$ cat src/rtl/ui_in_conditioner.sv
// Conditions asynchronous ui_in pins: SYNC_STAGES-deep synchroniser, per-bit debounce and rise/fall strobes.
// Define UI_IN_COND_GLITCH_CNT_EN to add a saturating 8-bit count of cycles that rejected a glitch.
module ui_in_conditioner #(
   parameter int WIDTH           = 8,
   parameter int SYNC_STAGES     = 2,
   parameter int DEBOUNCE_CYCLES = 4
) (
   input  logic             clk,
   input  logic             rst,
   input  logic [WIDTH-1:0] pin_in,
   output logic [WIDTH-1:0] ui_in,
   output logic [WIDTH-1:0] rise,
   output logic [WIDTH-1:0] fall
`ifdef UI_IN_COND_GLITCH_CNT_EN
   ,
   output logic [7:0]       glitch_cnt
`endif
);

   localparam int CW = $clog2(DEBOUNCE_CYCLES + 1);
   localparam logic [CW-1:0] CNT_MAX = CW'(DEBOUNCE_CYCLES - 1);

   logic [SYNC_STAGES-1:0][WIDTH-1:0] sync_q;
   logic [WIDTH-1:0]                  s;
   logic [WIDTH-1:0][CW-1:0]          cnt_q;
   logic [WIDTH-1:0][CW-1:0]          cnt_d;
   logic [WIDTH-1:0]                  ui_d;
`ifdef UI_IN_COND_GLITCH_CNT_EN
   logic                              glitch_hit;
`endif

   // NOTE: sequential state uses non-blocking assignments so every flop samples pre-edge values.
   always_ff @(posedge clk) begin
      if (rst) begin
         sync_q <= '0;
      end else begin
         sync_q[0] <= pin_in;
         for (int k = 1; k < SYNC_STAGES; k++) begin
            sync_q[k] <= sync_q[k-1];
         end
      end
   end

   assign s = sync_q[SYNC_STAGES-1];

   // NOTE: every always_comb output is defaulted first so no path leaves it unassigned (no latch).
   always_comb begin
      ui_d  = ui_in;
      cnt_d = cnt_q;
`ifdef UI_IN_COND_GLITCH_CNT_EN
      glitch_hit = 1'b0;
`endif
      for (int i = 0; i < WIDTH; i++) begin
         if (s[i] != ui_in[i]) begin
            if (cnt_q[i] == CNT_MAX) begin
               ui_d[i]  = s[i];
               cnt_d[i] = '0;
            end else begin
               cnt_d[i] = cnt_q[i] + 1'b1;
            end
         end else begin
            // A run that ended before reaching the threshold was a glitch.
`ifdef UI_IN_COND_GLITCH_CNT_EN
            if (cnt_q[i] != '0) glitch_hit = 1'b1;
`endif
            cnt_d[i] = '0;
         end
      end
   end

   always_ff @(posedge clk) begin
      if (rst) begin
         ui_in <= '0;
         rise  <= '0;
         fall  <= '0;
         cnt_q <= '0;
      end else begin
         ui_in <= ui_d;
         rise  <= ui_d & ~ui_in;
         fall  <= ~ui_d & ui_in;
         cnt_q <= cnt_d;
      end
   end

`ifdef UI_IN_COND_GLITCH_CNT_EN
   always_ff @(posedge clk) begin
      if (rst) begin
         glitch_cnt <= '0;
      end else if (glitch_hit && glitch_cnt != 8'hFF) begin
         glitch_cnt <= glitch_cnt + 8'd1;
      end
   end
`endif

endmodule

$ cat config.mk
export PLATFORM = sky130hd
export DESIGN_NAME = ui_in_conditioner
export DESIGN_NICKNAME = d
export VERILOG_FILES = /design/src/rtl/ui_in_conditioner.sv
export SDC_FILE = /design/constraint.sdc
export NUM_CORES = 1
export LEC_CHECK = 0
export CORE_MARGIN = 2
export CORE_UTILIZATION = 60
export CTS_CLUSTER_DIAMETER = 30
export DETAILED_ROUTE_END_ITERATION = 8
export DONT_BUFFER_PORTS = 1
export PLACE_DENSITY_LB_ADDON = 0.3
export SLEW_MARGIN = 20
export SYNTH_ARGS = -nofsm -noshare
export SYNTH_HDL_FRONTEND = slang
export SYNTH_SLANG_ARGS = --single-unit
$ cat constraint.sdc
create_clock -name clk -period 1.6 [get_ports clk]
set_input_delay 0.32 -clock clk [delete_from_list [all_inputs] [get_ports clk]]
set_output_delay 0.32 -clock clk [all_outputs]
set_load 0.005 [all_outputs]
==> results.py <==
metrics = {
    "worst_setup_path": {
        "cpPeakStageDelay_ns": 0.36,
        "end_kind": "register",
        "cp_slowest_cell": "dfxtp_1",
        "reg2reg_depth": 4,
        "rr_endpoint": "ui_in[7]",
        "r2r_slack_ns": 0.38,
        "path_cells": "ha_1 -> ha_1 -> mux2i_1 -> nor2_1",
        "crit_type": "register to register",
        "required_ns": 1.81,
        "cp_max_fo": 6,
        "critPathBufInv": 0,
        "path_common_cell": "ha_1",
        "arrival_ns": 1.44,
        "critPathLaunchType": "register",
        "crit_family": "adder cells",
        "r2r_start": "cnt_q[21]",
    },
    "logic_synthesis": {
        "syn_avg_cell_area_um2": 13.2,
        "synth_top_family_by_area": "simple AND/OR/NAND/NOR gates",
        "synth_compound_area_share_pct": 0,
        "synth_seq_cells": 64,
        "synth_async_sr_flop_share_pct": 0,
        "yosysMostFrequentCell": "dfxtp_1",
        "yosysSeqAreaShare_pct": 55.6,
        "synth_area_um2": 2310,
        "yosys-top-cells-area": "dfxtp_1, ha_1, nor4b_2, nor2b_1, nor4bb_2",
        "synth_cells": 175,
        "synth-simple-area-share_pct": 24.5,
        "yosys.area_share.adder_pct": 8.68,
        "synth-xor-area-share_pct": 3.04,
        "synthMuxAreaShare_pct": 3.47,
        "synth_top_cell_by_area": "dfxtp_1",
        "synth-edff-count": 0,
        "synth_top_area_share_pct": 55.6,
        "ys_types": 14,
        "ys_top_cells_by_count": "dfxtp_1, ha_1, nor2b_1",
        "synth_ff_type": "dfxtp_1",
        "synth_nets": 201,
        "synth-warning-count": 0,
    },
    "timing": {
        "drv_slew": 0,
        "worst_pin_slew_ns": 0.348,
        "finalCriticalPeriod_ns": 1.22,
        "fin_crit_sh_pct": 76.6,
        "hold_slack_ns": 0.0669,
        "rsz0062_at_grt": "false",
        "slew_headroom_pct": 76.6,
        "setup_violations": 0,
        "worst_slack_ns": 0.375,
        "fmax_mhz": 816,
        "finalHoldViolCount": 0,
        "setup_tns_ns": 0,
        "finClkSkew_ns": 0.00235,
    },
    "pwr": {
        "ir_worst_vdd_uv": 632,
        "p_seq_share_pct": 58.3,
        "power.density_nw_per_um2": 1140,
        "internal-power_uw": 2260,
        "p_switching_uw": 538,
        "pwr-share-comb_pct": 1.4,
        "power_frac_clock_pct": 40.3,
        "swShare_pct": 19.2,
        "p_leak_uw": 0.000851,
    },
    "placement": {
        "gp_congestion": 0.706,
        "dp_slack_ns": 0.382,
        "dp.final_hpwl_mm": 2.09,
        "portBuffers": 0,
    },
    "hold_path": {
        "hold_end": "sync_q[7]",
        "min_from": "rst",
        "holdPathStages": 1,
        "holdCritPathClass": "primary input to register",
    },
    "global_routing": {
        "grt_usage_pct": 16.8,
        "grt_max_degree": 65,
        "antenna_found_initial": 0,
        "grt_pass1_wl_mm": 5.40,
        "first_global_vias": 1289,
        "grt_overflow": 0,
    },
    "routing": {
        "wl_per_cell_um": 13.4,
        "drc": 0,
        "ant_nets": 0,
        "first_pass_iters": 2,
        "routed_wl_mm": 3.06,
        "vias": 1244,
        "vias_per_cell": 5.43,
        "drtIter0Drc": 63,
    },
    "cts": {
        "ctsHtreeMaxLevel": 3,
        "cts_tree": "done",
        "root_buffer": "clkbuf_8",
        "post_cts_buffers": 0,
        "ctsHoldBuffers": 0,
        "cts_buffer_depth": 2,
        "cts_resized": 0,
        "clkSinkCount": 64,
        "clkSlewWorstSetupHoldPaths_ns": 0.06,
        "clkLatencyLatePin_ns": 0.31,
        "cts-buffers-inserted": 9,
    },
    "floorplan": {
        "coreArea_um2": 3690,
        "rows": 22,
        "die-area_um2": 4360,
        "die_h_um": 66.0,
        "die_w_um": 66.0,
        "start_util_pct": 62.5,
        "pin_count": 34,
    },
    "final_layout": {
        "fill_cells": 282,
        "areaGrowthSynthToFinish_pct": 6.13,
        "nets": 205,
        "drive_gt1_share_pct": 16.6,
        "final_core_util_pct": 66.4,
        "diodes": 0,
    },
    "outcome": {
        "status": "completed",
    },
    "job": {
        "drv_cap": 0,
    },
}
worst register-to-register path, delay by kind of cell (launching register included):
| kind | cells | cell delay (ns) |
|---|---|---|
| adder cells (fa/ha/maj) | 2 | 0.48 |
| flip-flops | 1 | 0.36 |
| multiplexers | 1 | 0.24 |
| AND/OR/NAND/NOR | 1 | 0.05 |
cell families (layout without fill, tap and decap cells):
family | Yosys count | count (layout)
adder cells (fa/ha/maj) | 16 | 16
XOR/XNOR | 8 | 8
buffers and inverters | 15 | 21
flip-flops | 64 | 64
AND/OR/NAND/NOR | 64 | 64
multiplexers | 8 | 8
cell usage in the layout, fill, tap and decap left out:
master	n
nor2_1	8
nor2b_1	16
and4bb_2	2
xnor2_1	8
mux2i_1	8
clkbuf_1	1
nor4bb_2	6
nor4bb_1	8
nor4b_2	8
inv_1	8
ha_1	16
nor4_1	14
nor4_2	2
clkbuf_8	11
dfxtp_1	64
clkinv_2	1
how the worst max path moves through the flow:
stage	startpoint	end	slack, ns	depth (start not counted)
CTS	cnt_q[21]	ui_in[7]	0.38	4
finish	cnt_q[21]	ui_in[7]	0.38	4
detailed placement	cnt_q[21]	ui_in[7]	0.38	4
global route	cnt_q[21]	cnt_q[23]	0.25	3
floorplan	cnt_q[21]	fall[7]	0.52	3
global placement	cnt_q[12]	rise[4]	0.49	3
through the flow:
step                      power, uW  cells  area [um^2]
after global placement         1710    216         2290
final                          2800    229         2450
after detailed placement       1710    216         2290
after floorplan                1740    175         2310
after CTS                      2830    229         2450
after global routing           2910    229         2450
cell type report:
cell class	count	area [um^2]	area share, %
inverter	8	30.0	1.23
sequential	64	1280	52.4
tap	48	60.1	2.45
multi-input combinational	96	916	37.4
clock inverter	1	5.00	0.204
clock buffer	12	155	6.34
flip-flops by register name, summed over array words and instances, names as in the netlist:
| name | count |
|---|---|
| fall | 8 |
| cnt_q | 24 |
| rise | 8 |
| ui_in | 8 |
| s | 8 |
| sync_q | 8 |
metal layers:
| layer | part of all wire (%) | GRT usage [%] |
|---|---|---|
| met4 | 2.4 | 9.95 |
| met2 | 48 | 28.5 |
| met1 | 44 | 18.0 |
| met5 | 0 | 0 |
| met3 | 5.3 | 5.62 |
power groups by stage:
| stage | clock (uW) | sequential [uW] | combinational (uW) |
|---|---|---|---|
| 2_1_floorplan | 0 | 1660 | 74.2 |
| 3_3_place_gp | 0 | 1670 | 37.7 |
| 3_5_place_dp | 0 | 1670 | 40.7 |
| 4_1_cts | 1160 | 1630 | 40.6 |
| 5_1_grt | 1230 | 1640 | 44.6 |
| 6_report | 1130 | 1630 | 39.4 |
Note: power is estimated with default switching activity, not from simulation.
